File: src/rtl/eth_ctrl_pkg.sv
// Shared MAC-control constants for the PAUSE receive path: reserved
// multicast address, EtherType/opcode values, header byte offsets and
// the receive FSM state encoding.
package eth_ctrl_pkg;

    localparam logic [47:0] PAUSE_DA         = 48'h0180C2000001;
    localparam logic [15:0] ETHTYPE_MAC_CTRL = 16'h8808;
    localparam logic [15:0] OPCODE_PAUSE     = 16'h0001;

    // Byte offsets from the first DA byte (no preamble/SFD on the bus).
    localparam logic [4:0] OFF_DA_LAST   = 5'd5;
    localparam logic [4:0] OFF_ETYPE_HI  = 5'd12;
    localparam logic [4:0] OFF_ETYPE_LO  = 5'd13;
    localparam logic [4:0] OFF_OPC_HI    = 5'd14;
    localparam logic [4:0] OFF_OPC_LO    = 5'd15;
    localparam logic [4:0] OFF_QUANTA_HI = 5'd16;
    localparam logic [4:0] OFF_QUANTA_LO = 5'd17;
    localparam logic [4:0] OFF_SAT       = 5'd18;

    typedef enum logic [2:0] {
        ST_IDLE      = 3'd0,
        ST_HDR       = 3'd1,
        ST_SKIP      = 3'd2,
        ST_DROP      = 3'd3,
        ST_WAIT_STAT = 3'd4
    } rx_state_t;

    // Byte 'off' (0 = most significant) of a MAC address, wire order.
    function automatic logic [7:0] mac_byte(input logic [47:0] addr,
                                            input logic [4:0]  off);
        logic [47:0] w_shifted;
        w_shifted = addr << {off, 3'b000};
        return w_shifted[47:40];
    endfunction

endpackage

File: src/rtl/pause_timer.sv
// Pause quanta countdown. A load always wins over a same-cycle decrement:
// the new quanta value is taken as-is and the quantum cycle counter restarts.
module pause_timer #(
    parameter int QUANTA_CYCLES = 64
) (
    input  logic        clk,
    input  logic        reset,
    input  logic        load,
    input  logic [15:0] quanta,
    output logic [15:0] quanta_rem,
    output logic        active
);

    localparam int                CYC_W    = (QUANTA_CYCLES > 2) ? $clog2(QUANTA_CYCLES) : 1;
    localparam logic [CYC_W-1:0] CYC_LAST = CYC_W'(QUANTA_CYCLES - 1);

    logic [CYC_W-1:0] r_cycle_cnt;
    logic [15:0]      r_quanta_rem;

    // Load new quanta, otherwise count cycles and retire one quantum per wrap.
    always_ff @(posedge clk or posedge reset) begin
        if (reset) begin
            r_quanta_rem <= 16'd0;
            r_cycle_cnt  <= '0;
        end else if (load) begin
            r_quanta_rem <= quanta;
            r_cycle_cnt  <= '0;
        end else if (r_quanta_rem != 16'd0) begin
            if (r_cycle_cnt == CYC_LAST) begin
                r_cycle_cnt  <= '0;
                r_quanta_rem <= r_quanta_rem - 16'd1;
            end else begin
                r_cycle_cnt  <= r_cycle_cnt + CYC_W'(1);
            end
        end
    end

    assign quanta_rem = r_quanta_rem;
    assign active     = (r_quanta_rem != 16'd0);

endmodule

File: src/rtl/pause_frame_rx.sv
// Snoops the MAC receive byte stream for IEEE 802.3x PAUSE frames and, on
// a good-FCS match, loads the advertised quanta into the pause timer that
// holds off the local transmitter.
module pause_frame_rx
    import eth_ctrl_pkg::*;
#(
    parameter int          QUANTA_CYCLES  = 64,
    parameter logic [47:0] STATION_ADDR   = 48'h0,
    parameter bit          ACCEPT_UNICAST = 1'b0
) (
    input  logic        clk,
    input  logic        reset,
    input  logic [7:0]  rx_data,
    input  logic        rx_valid,
    input  logic        rx_last,
    input  logic        rx_stat_valid,
    input  logic        rx_stat_good,
    output logic        pause_active,
    output logic [15:0] pause_quanta_rem,
    output logic        pause_load,
    output logic [15:0] pause_frame_cnt
);

    rx_state_t   r_state;
    logic [4:0]  r_byte_cnt;
    logic        r_da_pause;
    logic        r_da_station;
    logic        r_type_ok;
    logic [15:0] r_quanta_cand;
    logic        r_load;
    logic [15:0] r_frame_cnt;

    logic        w_frame_start;
    logic        w_in_da;
    logic        w_in_type;
    logic [7:0]  w_exp_type;
    logic        w_match;
    logic        w_apply;
    logic        w_active;
    logic [15:0] w_quanta_rem;

    assign w_frame_start = (r_byte_cnt == 5'd0);
    assign w_in_da       = (r_byte_cnt <= OFF_DA_LAST);
    assign w_match       = (r_da_pause | (ACCEPT_UNICAST & r_da_station)) & r_type_ok;
    assign w_apply       = (r_state == ST_WAIT_STAT) && rx_stat_valid && rx_stat_good;

    // Expected EtherType/opcode byte for the current header offset.
    always_comb begin
        // NOTE: defaults first so every path assigns both outputs; no latch.
        w_exp_type = 8'h00;
        w_in_type  = 1'b0;
        case (r_byte_cnt)
            OFF_ETYPE_HI: begin w_exp_type = ETHTYPE_MAC_CTRL[15:8]; w_in_type = 1'b1; end
            OFF_ETYPE_LO: begin w_exp_type = ETHTYPE_MAC_CTRL[7:0];  w_in_type = 1'b1; end
            OFF_OPC_HI:   begin w_exp_type = OPCODE_PAUSE[15:8];     w_in_type = 1'b1; end
            OFF_OPC_LO:   begin w_exp_type = OPCODE_PAUSE[7:0];      w_in_type = 1'b1; end
            default:      ;
        endcase
    end

    // Byte offset counter: counts valid bytes, saturates past the header.
    always_ff @(posedge clk or posedge reset) begin
        if (reset) begin
            r_byte_cnt <= 5'd0;
        end else if (rx_valid) begin
            if (rx_last) begin
                r_byte_cnt <= 5'd0;
            end else if (r_byte_cnt != OFF_SAT) begin
                r_byte_cnt <= r_byte_cnt + 5'd1;
            end
        end
    end

    // Header match flags and candidate quanta capture.
    always_ff @(posedge clk or posedge reset) begin
        if (reset) begin
            r_da_pause    <= 1'b0;
            r_da_station  <= 1'b0;
            r_type_ok     <= 1'b0;
            r_quanta_cand <= 16'd0;
        end else if (rx_valid) begin
            // The DA flags start fresh on offset 0 and only ever fall after that.
            if (w_in_da) begin
                r_da_pause   <= (w_frame_start | r_da_pause) &
                                (rx_data == mac_byte(PAUSE_DA, r_byte_cnt));
                r_da_station <= (w_frame_start | r_da_station) &
                                (rx_data == mac_byte(STATION_ADDR, r_byte_cnt));
            end
            if (w_frame_start) begin
                r_type_ok <= 1'b1;
            end else if (w_in_type) begin
                r_type_ok <= r_type_ok & (rx_data == w_exp_type);
            end
            if (r_byte_cnt == OFF_QUANTA_HI) r_quanta_cand[15:8] <= rx_data;
            if (r_byte_cnt == OFF_QUANTA_LO) r_quanta_cand[7:0]  <= rx_data;
        end
    end

    // Frame-level FSM with registered apply strobe and accepted-frame count.
    always_ff @(posedge clk or posedge reset) begin
        if (reset) begin
            r_state     <= ST_IDLE;
            r_load      <= 1'b0;
            r_frame_cnt <= 16'd0;
        end else begin
            // NOTE: non-blocking so every register here sees pre-edge values.
            r_load <= w_apply;
            if (w_apply && (r_frame_cnt != 16'hFFFF)) begin
                r_frame_cnt <= r_frame_cnt + 16'd1;
            end
            case (r_state)
                ST_IDLE: begin
                    if (rx_valid && !rx_last) r_state <= ST_HDR;
                end
                ST_HDR: begin
                    if (rx_valid) begin
                        if (r_byte_cnt == OFF_QUANTA_LO) begin
                            if (rx_last) r_state <= w_match ? ST_WAIT_STAT : ST_IDLE;
                            else         r_state <= w_match ? ST_SKIP : ST_DROP;
                        end else if (rx_last) begin
                            r_state <= ST_IDLE;
                        end
                    end
                end
                ST_SKIP: begin
                    if (rx_valid && rx_last) r_state <= ST_WAIT_STAT;
                end
                ST_DROP: begin
                    if (rx_valid && rx_last) r_state <= ST_IDLE;
                end
                ST_WAIT_STAT: begin
                    // A new frame without status abandons the candidate; its
                    // first byte has already been counted as offset 0.
                    if (rx_valid) begin
                        r_state <= rx_last ? ST_IDLE : ST_HDR;
                    end else if (rx_stat_valid) begin
                        r_state <= ST_IDLE;
                    end
                end
                default: r_state <= ST_IDLE;
            endcase
        end
    end

    pause_timer #(
        .QUANTA_CYCLES (QUANTA_CYCLES)
    ) u_timer (
        .clk        (clk),
        .reset      (reset),
        .load       (w_apply),
        .quanta     (r_quanta_cand),
        .quanta_rem (w_quanta_rem),
        .active     (w_active)
    );

    assign pause_active     = w_active;
    assign pause_quanta_rem = w_quanta_rem;
    assign pause_load       = r_load;
    assign pause_frame_cnt  = r_frame_cnt;

endmodule

File: config.mk
export PLATFORM = sky130hd
export DESIGN_NAME = pause_frame_rx
export DESIGN_NICKNAME = d
export VERILOG_FILES = /design/src/rtl/eth_ctrl_pkg.sv /design/src/rtl/pause_timer.sv /design/src/rtl/pause_frame_rx.sv
export SDC_FILE = /design/constraint.sdc
export NUM_CORES = 1
export LEC_CHECK = 0
export ABC_AREA = 1
export BUFFER_PORTS_ARGS = -buffer_cell sky130_fd_sc_hd__buf_2
export CAP_MARGIN = 40
export CORE_MARGIN = 5
export CORE_UTILIZATION = 41
export CTS_BUF_LIST = sky130_fd_sc_hd__clkbuf_8
export DETAILED_ROUTE_END_ITERATION = 10
export GPL_TIMING_DRIVEN = 0
export PLACE_DENSITY = 0.59
export SETUP_SLACK_MARGIN = 0.5
export SLEW_MARGIN = 20
export SYNTH_ARGS = -nofsm -noshare
export SYNTH_HDL_FRONTEND = slang
export SYNTH_SLANG_ARGS = --single-unit
export TNS_END_PERCENT = 50
File: constraint.sdc
create_clock -name clk -period 1.9 [get_ports clk]
set_clock_uncertainty 0.1 [all_clocks]
set_input_delay 0.095 -clock clk [delete_from_list [all_inputs] [get_ports clk]]
set_output_delay 0.095 -clock clk [all_outputs]
set_load 0.1 [all_outputs]
# After elaboration in Yosys (flattened, before gate mapping)
# Index checks and enable logic that the tools add are counted.
# Widths: inputs -> output; s select.
dict set report classes {
  shift 1
  reduce_logical 21
  n_eq_ne 21
  add_sub_neg 4
  mux 25
  order_cmp 1
  bitwise 4
}
# op n
set ops {}
lappend ops {{$mux 16} 3}
lappend ops {{$shl 41x8->48 const A} 1}
lappend ops {{$mux 3} 10}
lappend ops {{$pmux 8 s3} 1}
lappend ops {{$eq 5x4->1 const B} 4}
lappend ops {{$mux 6} 3}
lappend ops {{$add 16x1->16 const B} 1}
lappend ops {{$eq 8x8->1} 2}
lappend ops {{$ne 16x16->1 const B} 1}
lappend ops {{$reduce_bool 16->1} 1}
lappend ops {{$sub 16x1->16 const B} 1}
lappend ops {{$pmux 3 s5} 1}
lappend ops {{$reduce_and 2->1} 6}
lappend ops {{$eq 5x5->1 const B} 2}
lappend ops {{$mux 5} 2}
lappend ops {{$ne 2x2->1 const B} 4}
lappend ops {{$reduce_bool 2->1} 4}
lappend ops {{$add 6x1->6 const B} 1}
lappend ops {{$eq 3x2->1 const B} 2}
lappend ops {{$eq 6x6->1 const B} 1}
lappend ops {{$ne 3x3->1 const B} 2}
lappend ops {{$reduce_and 6->1} 1}
lappend ops {{$add 5x1->5 const B} 1}
lappend ops {{$le 5x3->1 const B} 1}
lappend ops {{other kinds (11)} 21}
dict set report word_totals {
  word_cells 87
  output_inout_bits 34
  input_bits 14
  ff_bits 65
}

# Depth between registers and ports, before layout
# Gate-level depths: netlist (run 1).
dict set report depth {
  word_depth 6
  depth_mapped 12
  depth_no_buf 12
}

# By module
# From an unflattened synthesis (run 1), not the netlist that was laid out.
dict set report unflattened {
  cells_unflattened 564
  area_unflattened_um2 4117.7
}
# mod instances area_per_inst_um2 cells_each seq_area_each_um2
set modules_own_cells {}
lappend modules_own_cells {pause_frame_rx 1 2476.1 318 1076.0}
lappend modules_own_cells {pause_timer 1 1641.6 246 550.5}

# Worst setup path after synthesis (run 1)
# OpenSTA, ideal clock, no wires.
dict set report synth_path {
  kind {flip-flop to flip-flop}
  from {register u_timer.r_quanta_rem[0], in the netlist u_timer.quanta_rem[0]}
  to {register u_timer.r_cycle_cnt[4]}
  n_path_buf 0
  t_arrival_ns 2.321
  slack_ns -0.645
  setup_time_ns 0.124
  path_stages_with_launch 9
  period_less_slack_ns 2.545
  required_time_ns 1.676
  path_cell_list {dfrtp_1 -> inv_1 -> ha_1 -> nand3_1 -> nor2_1 -> nand2_2 -> nand2_1 -> o21ai_0 -> a21oi_1}
}
dict set report synth_between {
  elab_chain_cells 2
}
# element line
set synth_rtl {}
lappend synth_rtl {{start: declaration} pause_timer.sv:18} ;# logic [15:0] r_quanta_rem;
lappend synth_rtl {{start signal: assignment} pause_timer.sv:26} ;# r_quanta_rem <= quanta;
lappend synth_rtl {{start signal: assignment} pause_timer.sv:31} ;# r_quanta_rem <= r_quanta_rem - 16'd1;
lappend synth_rtl {{$reduce_bool 16->1} --}
lappend synth_rtl {{net pause_active} pause_frame_rx.sv:18} ;# output logic pause_active,
lappend synth_rtl {{$reduce_bool 2->1 (no source line)} --}
lappend synth_rtl {{end signal: assignment} pause_timer.sv:33} ;# r_cycle_cnt <= r_cycle_cnt + CYC_W'(1);
lappend synth_rtl {{end: declaration} pause_timer.sv:17} ;# logic [CYC_W-1:0] r_cycle_cnt;
# The timed path passes the listed nets, and every way through them passes these cells.
# A chain may end at the register's enable or synchronous reset.

# Worst setup path in the final report (run 1)
dict set report layout_path {
  from {register u_timer.r_quanta_rem[3], in the netlist u_timer.quanta_rem[3]}
  to {output pause_active}
}
dict set report layout_between {
  elab_chain_cells 1
}
# element line
set layout_rtl {}
lappend layout_rtl {{$reduce_bool 16->1} pause_timer.sv:39} ;# assign active = (r_quanta_rem != 16'd0);
lappend layout_rtl {{end: declaration} pause_frame_rx.sv:18}
# No other way between the ends.

==> results of run 1 <==
==> repair_timing <==
| item | CTS | global route |
|---|---|---|
| pin swaps | 28 | 37 |
| gates cloned | 8 | 0 |
| buffers inserted | 47 | 18 |
| hold endpoints to repair | 77 | 0 |
| setup endpoints to repair | 93 | 97 |
| hold buffers | 10 | 0 |
| gates resized for setup | 126 | 78 |
==> layer usage <==
layer | share of wire | track usage | vias up
met5 | 0 | 0 | -
met2 | 0.52 | 0.369 | 94
li1 | - | - | 2041
met4 | 0.019 | 0.0667 | 0
met3 | 0.042 | 0.0304 | 21
met1 | 0.42 | 0.256 | 1971
==> layout make-up <==
type / count / area (sq um)
multi-input cells: 415 / 2680
flip-flops and latches: 65 / 1740
fillers: 821 / 3390
well taps: 133 / 166
clock buffers: 9 / 124
clock inverters: 7 / 71.3
repair buffers: 130 / 1080
inverters: 54 / 239
plain buffers: 13 / 151
==> state kept, by name, summed over array words and instances (netlist names) <==
name and cells:
r_byte_cnt 5, r_quanta_cand 16, u_timer.r_cycle_cnt 6, r_da_pause 1
pause_frame_cnt 16, pause_load 1, u_timer.quanta_rem 16, r_state 3
r_type_ok 1
==> cells in the final DEF (no fill, tap or decap), drive strengths merged <==
master and n:
nand2 188, buf 129, nor2 70, dfrtp 65, inv 53, o21ai 50, nand3 41, clkbuf 12
a21oi 11, xor2 10, dlygate4sd3 10, ha 9, nor3 9, xnor2 7, o21a 5, nand3b 5
nand4 5, clkinvlp 4, clkinv 3, a31oi 2, o31ai 1, nor4 1, o22ai 1, bufinv 1
bufbuf 1
==> power by group through the flow <==
stage / Combinational [uW] / Clock [uW] / Sequential [uW]
6_report: 2930 / 1210 / 1940
5_1_grt: 3160 / 1290 / 1970
4_1_cts: 2660 / 1230 / 1930
3_5_place_dp: 2090 / 0 / 1950
3_3_place_gp: 2050 / 0 / 1950
2_1_floorplan: 1010 / 0 / 2630
==> worst max-delay path, delay by kind of cell, from the launching register on <==
kind	cells	cell delay [ns]
flip-flops	1	0.51
AND/OR/NAND/NOR	4	0.56
buffers and inverters	1	0.17
==> cell families after synthesis <==
family	after synthesis	synth area share
XOR/XNOR	17	0.0374
flip-flops	65	0.409
buffers and inverters	67	0.0783
AND/OR/NAND/NOR	318	0.346
adder cells (fa/ha/maj)	9	0.0283
AO/OA/AOI/OAI	70	0.101
==> per-stage QoR <==
stage	power [uW]	setup slack [ns]	hold WS, ns
after floorplan	3640	0.0609	0.0917
after global placement	4000	0.153	0.237
after detailed placement	4040	0.111	0.0288
after CTS	5820	0.128	0.00314
after global routing	6430	0.0630	0.0240
final	6080	0.113	0.0265
==> worst paths after layout <==
| path | cells after the start | end | startpoint | slack, ns |
|---|---|---|---|---|
| worst min-delay path | 3 | r_type_ok | rx_valid | 0.03 |
| worst max-delay path | 5 | pause_active | u_timer.quanta_rem[3] | 0.11 |
| worst min register to register | 2 | r_type_ok | r_type_ok | 0.39 |
| min in group asynchronous | 3 | pause_frame_cnt[5] | reset | 0.20 |
| max in group asynchronous | 4 | pause_frame_cnt[10] | reset | 0.98 |
| worst max register to register | 8 | u_timer.r_cycle_cnt[3] | u_timer.quanta_rem[3] | 0.15 |
==> results by group, run 1 <==
Run status
  – Run status: complete, no violations

Worst hold path
  – Hold Crit Class: in -> reg

Logic synthesis
  – Yosys top cell area share: 0.409
  – Synth Instances: 546
  – Syn nets: 569
  – Sequential area share after synthesis: 0.409
  – Most common cell in the netlist: nand2_1
  – Syn Area/Cell: 7.29 sq um
  – Async set or reset register ratio after synthesis: 1.00
  – Yosys reg bits: 65
  – Yosys Warn Count: 0
  – Area leader, netlist: dfrtp_1
  – Post-synth top cells: nand2_1 (184), dfrtp_1 (65), nor2_1 (60)
  – Post-synth EDFFs: 0
  – Synth top area cells: dfrtp_1 (41%), nand2_1 (17%), nor2_1 (5.7%), nand3_1 (5.0%), inv_1 (4.9%)
  – Mapped Area: 3980 sq um
  – Post-synth top flop: dfrtp_1
  – Yosys cell types: 33

Final layout
  – Share of cells above drive strength 1: 0.483
  – Final non-filler cell area: 6250 sq um
  – Area delta synth->final: 56.9%
  – # diodes: 0
  – Fin cells: 826
  – Fin nets: 711
  – Fin util: 0.648

Setup path
  – Slowest CP cell: dfrtp_4
  – Critical-path cell list: nor2_4, nand2_1, nor2_4, nand2_8, buf_12
  – Startpoint Class: flip-flop
  – Worst path max stage delay: 0.51 ns
  – CP Capture Type: output pin
  – Arr. time, crit path: 1.59 ns
  – Max FO, Critical Path: 4
  – Worst EP required: 1.70 ns
  – Worst path most repeated cell: nor2_4
  – Crit Path Class: reg -> out

Clocking
  – CTS max path bufs: 2
  – CTS Buf Count: 9
  – CTS tree: yes
  – Clk root buf: clkbuf_8
  – Htree depth: 3
  – Num Clock Sinks: 65
  – Worst skew pair latency: 0.35 ns
  – CTS clk-pin slew, worst paths: 0.08 ns

Timing
  – Worst-margin pin slew: 0.507 ns
  – Finish-stage setup viols: 0
  – Slew headroom: 0.664
  – Period minus WS final: 1.79 ns
  – RSZ-0062 raised after global routing: true
  – Max Slew Vio Count: 0
  – Final period util: 0.940
  – Max Clk Rate: 0.560 GHz
  – Final hold viol count: 0
  – Setup Total Neg Slack: 0 ns

Floorplan
  – Die H: 109 um
  – Die area: 11,800 sq um
  – Core outline area: 9640 sq um
  – Effective utilization at floorplan: 0.413
  – # rows: 36
  – Number of placed I/O pins: 48
  – Die W: 109 um

Pwr
  – Comb pwr share: 0.482
  – Peak supply drop: 0.610 mV
  – Sw frac: 0.453
  – Psw: 2760 uW
  – P_int: 3320 uW
  – Static Leak: 0.00290 uW
  – Clock power frac: 0.199
  – Sequential power share: 0.319
  – Pwr Density: 973 nW/um^2

Global route
  – First-pass GRT wire length: 19.3 mm
  – Largest net degree at the start of global routing: 33
  – GRT Residual Overflow: 0
  – Initial antenna violation count: 0
  – Total GRT Usage: 0.207
  – Vias in the first global route: 4,037

Drt
  – DR vias/cell: 5.00
  – Final WL: 12.0 mm
  – Antenna Violating Nets Remaining: 0
  – Vias: 4,127
  – DR pass1 iterations: 5
  – DR iter-0 viols: 171
  – DRC: 0
  – WL/cell: 14.5 um

Placement
  – IO Port Bufs: 46
  – Placed cell area: 4640 sq um
  – Routability Congestion: 0.841
  – Detailed placement HPWL: 7.46 mm
  – Cell count after placement: 727

Run
  – Max Cap Viol: 0
Note: power is estimated with default switching activity, not from simulation.
==> run 2, diff against run 1 <==
--- a/config.mk
+++ b/config.mk
@@ -8,12 +8,14 @@
 export ABC_AREA = 1
 export BUFFER_PORTS_ARGS = -buffer_cell sky130_fd_sc_hd__buf_2
 export CAP_MARGIN = 40
+export CELL_PAD_IN_SITES_DETAIL_PLACEMENT = 1
+export CELL_PAD_IN_SITES_GLOBAL_PLACEMENT = 1
 export CORE_MARGIN = 5
-export CORE_UTILIZATION = 41
+export CORE_UTILIZATION = 40
 export CTS_BUF_LIST = sky130_fd_sc_hd__clkbuf_8
 export DETAILED_ROUTE_END_ITERATION = 10
 export GPL_TIMING_DRIVEN = 0
-export PLACE_DENSITY = 0.59
+export PLACE_DENSITY = 0.76
 export SETUP_SLACK_MARGIN = 0.5
 export SLEW_MARGIN = 20
 export SYNTH_ARGS = -nofsm -noshare
==> run 2 against run 1 <==
  * The flow now finishes with violations (negative setup slack)
  * First-iteration DRC count is 63% higher
  * Non-clock buffer count is 8 higher
  * Combinational power is 12% higher
  * Largest power group unchanged
  * Final cell count is 0.97% higher
  * Via count is 16% higher
  * Clock power is 21% higher
  * Critical endpoint is now u_timer.quanta_rem[3]
  * Register-to-register slack worse by 0.17 ns
  * Worst setup slack worse by 0.13 ns
  * Highest routed layer unchanged
==> results by group, run 2 (synthesis results as in run 1) <==
Run status
  – Run status: complete, but fails checks
  – Failing checks: negative setup slack

Setup path
  – Crit Path Class: reg -> reg
  – CP Capture Type: flip-flop
  – Slowest CP cell: dfrtp_4
  – Worst path most repeated cell: o21ai_2
  – CP Depth: 9 (+4)
  – Reg2reg path depth: 9 (+1)
  – Arr. time, crit path: 2.07 ns (+0.48 ns)
  – Max FO, Critical Path: 6 (+2)
  – Critical-path cell list: nor2_4, nand3_1, nor2_1, nand3_2, nand2_4, inv_8, buf_16, o21ai_2, o21ai_2
  – Delay-heaviest family, CP: simple AND/OR/NAND/NOR gates
  – Number of buffers and inverters on the critical path: 2 (+1)
  – Worst path max stage delay: 0.51 ns (about the same)
  – Startpoint Class: flip-flop
  – Worst EP required: 2.05 ns (+0.35 ns)

Worst hold path
  – Hold Crit Class: in -> async

Drt
  – DR vias/cell: 5.76 (+15%)
  – Final WL: 20.7 mm (+72%)
  – WL/cell: 24.8 um (+71%)
  – DR iter-0 viols: 278 (+63%)
  – Vias: 4,804 (+16%)
  – DRC: 0 (unchanged)
  – DR pass1 iterations: 5 (unchanged)
  – Antenna Violating Nets Remaining: 0 (unchanged)

Pwr
  – Final total power: 6730 uW (+11%)
  – Static Leak: 0.00301 uW (+3.9%)
  – Pwr Density: 1040 nW/um^2 (+7.3%)
  – Peak supply drop: 0.694 mV (+14%)

Final layout
  – Final non-filler cell area: 6450 sq um (+3.2%)
  – # diodes: 0 (unchanged)
  – Most common cell after layout, fill and taps aside: nand2_1
  – Share of cells above drive strength 1: 0.514 (+0.0301)
  – Fin cells: 834 (+0.97%)
  – Fin nets: 719 (+1.1%)
  – Area delta synth->final: 62.0%
  – Commonest cells after routing, fill and taps aside: nand2_1 (131), buf_4 (51), buf_2 (47)

Global route
  – Initial antenna violation count: 0 (unchanged)
  – GRT Residual Overflow: 0 (unchanged)
  – Vias in the first global route: 4,928 (+22%)
  – First-pass GRT wire length: 25.8 mm (+33%)
  – Largest net degree at the start of global routing: 31 (-6.1%)
  – Total GRT Usage: 0.282 (+0.0748)

Clocking
  – Num Clock Sinks: 65 (unchanged)
  – CTS clk-pin slew, worst paths: 0.09 ns (about the same)
  – Clk root buf: clkbuf_8
  – CTS max path bufs: 2 (unchanged)
  – Htree depth: 3 (unchanged)
  – Worst skew pair latency: 0.37 ns (+0.02 ns)
  – CTS tree: yes
  – CTS Buf Count: 9 (unchanged)

Placement
  – Placed cell area: 4640 sq um (-0.16%)
  – Routability Congestion: 0.810 (-3.7%)
  – IO Port Bufs: 46 (unchanged)
  – Dpl ws: 0.0662 ns (-0.0449 ns)
  – Detailed placement HPWL: 8.69 mm (+16%)
  – Cell count after placement: 727 (unchanged)

Floorplan
  – Die W: 110 um (+1.1%)
  – Effective utilization at floorplan: 0.409 (-0.00382)
  – Number of placed I/O pins: 48 (unchanged)
  – Die area: 12,000 sq um (+2.3%)
  – Die H: 110 um (+1.1%)
  – Core outline area: 9730 sq um (+0.93%)
  – # rows: 36 (unchanged)

Timing
  – Final worst setup slack: -0.0181 ns (-0.131 ns)
  – Final period util: 1.01 (+0.0692)
  – Setup Total Neg Slack: -0.0181 ns (-0.0181 ns)
  – Max Slew Vio Count: 0 (unchanged)
  – Period minus WS final: 1.92 ns (+0.131 ns)
  – RSZ-0062 raised after global routing: true
  – Worst-margin pin slew: 0.511 ns (+0.00354 ns)
  – Finish-stage setup viols: 1 (+1)
  – Final hold viol count: 0 (unchanged)
  – Max Clk Rate: 0.521 GHz (-6.9%)
  – Slew headroom: 0.662 (-0.00235)

Run
  – Max Cap Viol: 0 (unchanged)
run 2: cell count changes in the layout (fill, tap and decap cells not counted), sizes merged:
| cell | before | now |
|---|---|---|
| dlygate4sd3 | 10 | 12 |
| bufinv | 1 | 2 |
| clkinvlp | 4 | 2 |
| bufbuf | 1 | 0 |
| clkbuf | 12 | 13 |
| clkinv | 3 | 2 |
| buf | 129 | 137 |
run 2: what timing repair did:
item / CTS / global route
buffers inserted: 51 / 21
endpoints found under the hold margin: 82 / 0
setup endpoints to repair: 97 / 97
hold buffers: 12 / 0
pin swaps: 32 / 46
gates cloned: 7 / 0
gates resized for setup: 136 / 109
run 2: through the flow:
step | hold WS (ns) | utilization
after floorplan | 0.0917 | -
after global placement | 0.238 | 0.472
after detailed placement | -0.0417 | 0.476
after CTS | 0.111 | 0.608
after global routing | 0.136 | 0.663
final | 0.124 | 0.663
run 2: worst min-delay path, cell delays in order:
cell and delay [ns]:
dlygate4sd3_1 0.53, buf_2 0.13, clkinvlp_4 0.22
run 2: final timing paths:
kind / end / startpoint / slack [ns]
worst min-delay path: pause_frame_cnt[12] / reset / 0.12
max in group asynchronous: u_timer.quanta_rem[6] / reset / 1.08
worst min register to register: r_quanta_cand[10] / r_quanta_cand[10] / 0.43
min in group clk: r_state[1] / rx_stat_valid / 0.13
worst max register to register: u_timer.quanta_rem[3] / u_timer.quanta_rem[13] / -0.02
worst max-delay path: u_timer.quanta_rem[3] / u_timer.quanta_rem[13] / -0.02
run 2: metal layers:
layer,track usage,wire length (um),up-vias
li1,-,-,2050
met5,0,0,-
met1,0.320,7740,2429
met4,0.127,1280,0
met2,0.510,10600,222
met3,0.0517,1130,103
run 2: layout make-up:
cell class | instances | area [sq um]
fillers | 1133 | 3280
multi-input cells | 415 | 2750
flip-flops and latches | 65 | 1740
repair buffers | 138 | 1160
inverters | 54 | 251
well taps | 133 | 166
plain buffers | 13 | 156
clock buffers | 11 | 151
clock inverters | 5 | 77.6
run 2: where the power goes:
part | switching [uW] | leakage [uW] | internal, uW
clock network | 649 | 0.000115 | 807
logic | 2210 | 0.00214 | 1070
registers | 310 | 0.000757 | 1690
total | 3170 | 0.00301 | 3570
==> run 3, diff against run 2 <==
--- a/config.mk
+++ b/config.mk
@@ -11,11 +11,11 @@
 export CELL_PAD_IN_SITES_DETAIL_PLACEMENT = 1
 export CELL_PAD_IN_SITES_GLOBAL_PLACEMENT = 1
 export CORE_MARGIN = 5
-export CORE_UTILIZATION = 40
+export CORE_UTILIZATION = 41
 export CTS_BUF_LIST = sky130_fd_sc_hd__clkbuf_8
 export DETAILED_ROUTE_END_ITERATION = 10
 export GPL_TIMING_DRIVEN = 0
-export PLACE_DENSITY = 0.76
+export PLACE_DENSITY = 0.75
 export SETUP_SLACK_MARGIN = 0.5
 export SLEW_MARGIN = 20
 export SYNTH_ARGS = -nofsm -noshare
==> constraint.sdc (replaced) <==
create_clock -name clk -period 2.3 [get_ports clk]
set_clock_uncertainty 0.1 [all_clocks]
set_input_delay 0.115 -clock clk [delete_from_list [all_inputs] [get_ports clk]]
set_output_delay 0.115 -clock clk [all_outputs]
set_load 0.1 [all_outputs]
==> run 3 against run 2 <==
  * The flow now finishes without violations
  * Clock power down 38%
  * First-iteration DRC count down 57%
  * Utilization shrank 12 points
  * Global-route usage shrank 6.4 points
  * Largest cell class unchanged
==> results by group, run 3 (synthesis results as in run 1) <==
Run status
  – Run status: complete, no violations

Drt
  – DR pass1 iterations: 4 (-1)
  – Final WL: 12.7 mm (-39%)
  – Vias: 4,033 (-16%)
  – DR iter-0 viols: 120 (-57%)
  – Antenna Violating Nets Remaining: 0 (unchanged)
  – DR vias/cell: 5.18 (-10%)
  – WL/cell: 16.3 um (-34%)
  – DRC: 0 (unchanged)

Final layout
  – Share of cells above drive strength 1: 0.310 (-0.203)
  – Most common cell after layout, fill and taps aside: nand2_1
  – Area delta synth->final: 31.7%
  – Commonest cells after routing, fill and taps aside: nand2_1 (177), buf_2 (49), nor2_1 (48)
  – # diodes: 0 (unchanged)
  – Fin nets: 663 (-7.8%)

Clocking
  – CTS tree: yes
  – CTS Buf Count: 9 (unchanged)
  – Htree depth: 3 (unchanged)
  – Clk root buf: clkbuf_8
  – Num Clock Sinks: 65 (unchanged)
  – CTS max path bufs: 2 (unchanged)
  – CTS clk-pin slew, worst paths: 0.08 ns (about the same)
  – Worst skew pair latency: 0.36 ns (about the same)

Floorplan
  – Die area: 11,800 sq um (-2.2%)
  – # rows: 36 (unchanged)
  – Core outline area: 9640 sq um (-0.93%)
  – Die H: 109 um (-1.1%)
  – Number of placed I/O pins: 48 (unchanged)
  – Effective utilization at floorplan: 0.413 (+0.00382)
  – Die W: 109 um (-1.1%)

Pwr
  – Final total power: 4590 uW (-32%)
  – Peak supply drop: 0.818 mV (+18%)
  – Static Leak: 0.00251 uW (-17%)
  – Pwr Density: 876 nW/um^2 (-16%)

Timing
  – RSZ-0062 raised after global routing: true
  – Setup Total Neg Slack: 0 ns (+0.0181 ns)
  – Period minus WS final: 1.79 ns
  – Final hold viol count: 0 (unchanged)
  – Worst-margin pin slew: 0.497 ns (-0.0135 ns)
  – Final worst setup slack: 0.507 ns (+0.525 ns)
  – Max Slew Vio Count: 0 (unchanged)
  – Max Clk Rate: 0.558 GHz
  – Finish-stage setup viols: 0 (-1)
  – Final period util: 0.780
  – Slew headroom: 0.671 (+0.00893)

Global route
  – Initial antenna violation count: 0 (unchanged)
  – Largest net degree at the start of global routing: 28 (-9.7%)
  – First-pass GRT wire length: 20.0 mm (-22%)
  – Total GRT Usage: 0.218 (-0.0638)
  – Vias in the first global route: 4,183 (-15%)
  – GRT Residual Overflow: 0 (unchanged)

Setup path
  – Startpoint Class: flip-flop
  – CP Capture Type: output pin
  – Arr. time, crit path: 1.58 ns (-0.49 ns)
  – Worst EP required: 2.09 ns (+0.04 ns)
  – Reg2reg path depth: 10 (+1)
  – Worst path max stage delay: 0.49 ns (-0.02 ns)
  – Slowest CP cell: dfrtp_4
  – Crit Path Class: reg -> out
  – Critical-path cell list: inv_4, ha_4, nand3_4, nor2_4, nand2_8, buf_12
  – Max FO, Critical Path: 2 (-4)

Placement
  – Dpl ws: 0.424 ns (+0.358 ns)
  – Detailed placement HPWL: 8.85 mm (+1.8%)
  – Routability Congestion: 0.861 (+6.3%)
  – IO Port Bufs: 46 (unchanged)

Run
  – Max Cap Viol: 0 (unchanged)

Worst hold path
  – Hold Crit Class: in -> reg
  – Hold path depth: 3
run 3: routing by layer:
layer  vias up  track usage  routed length (um)
li1       1933            -                   -
met1      2003        0.270                5510
met2        68        0.380                6480
met3        29       0.0382                 416
met4         0       0.0766                 295
met5         -            0                   0
run 3: repair_timing:
item / CTS / global route
setup buffers: 10 / 14
pin swaps: 5 / 24
endpoints found under the hold margin: 78 / 0
endpoints found under the setup margin: 23 / 54
hold buffers: 9 / 0
cloned: 0 / 2
resized for setup: 15 / 44
run 3: cell type report:
cell class,instances,area (sq um)
Inverter,54,214
Sequential cell,65,1710
Clock inverter,6,35.0
Timing Repair Buffer,82,581
Multi-Input combinational cell,415,2280
Clock buffer,10,138
Tap cell,133,166
Fill cell,1257,4400
Buffer,13,124
run 3: worst paths after layout:
kind	from	end	slack, ns
min in group asynchronous	reset	pause_frame_cnt[1]	0.21
max reg2reg	u_timer.quanta_rem[0]	u_timer.quanta_rem[6]	0.53
max in group asynchronous	reset	u_timer.quanta_rem[13]	1.40
min reg2reg	r_type_ok	r_type_ok	0.39
min	rx_data[0]	r_quanta_cand[8]	0.03
max	u_timer.quanta_rem[1]	pause_active	0.51
run 3: metrics by stage:
stage | utilization | instances | cell area (sq um) | hold slack (ns)
floorplan | - | 546 | 4130 | 0.112
global placement | 0.470 | 725 | 4530 | 0.257
detailed placement | 0.474 | 727 | 4570 | 0.0446
CTS | 0.514 | 762 | 4950 | 0.00778
global route | 0.544 | 778 | 5240 | 0.0465
finish | 0.544 | 778 | 5240 | 0.0308
run 3: report_power, final:
part	internal, uW	total [uW]	leakage (uW)	switching, uW
clock network	413	912	0.0000932	500
registers	1380	1600	0.000758	211
logic	648	2080	0.00166	1440
total	2440	4590	0.00251	2150
run 3: worst max-delay path: cells and delay by family (launching register included):
| family | cells | cell delay [ns] |
|---|---|---|
| and+or+nand+nor | 3 | 0.33 |
| adders and majority gates | 1 | 0.15 |
| buffers and inverters | 2 | 0.24 |
| DFF | 1 | 0.49 |
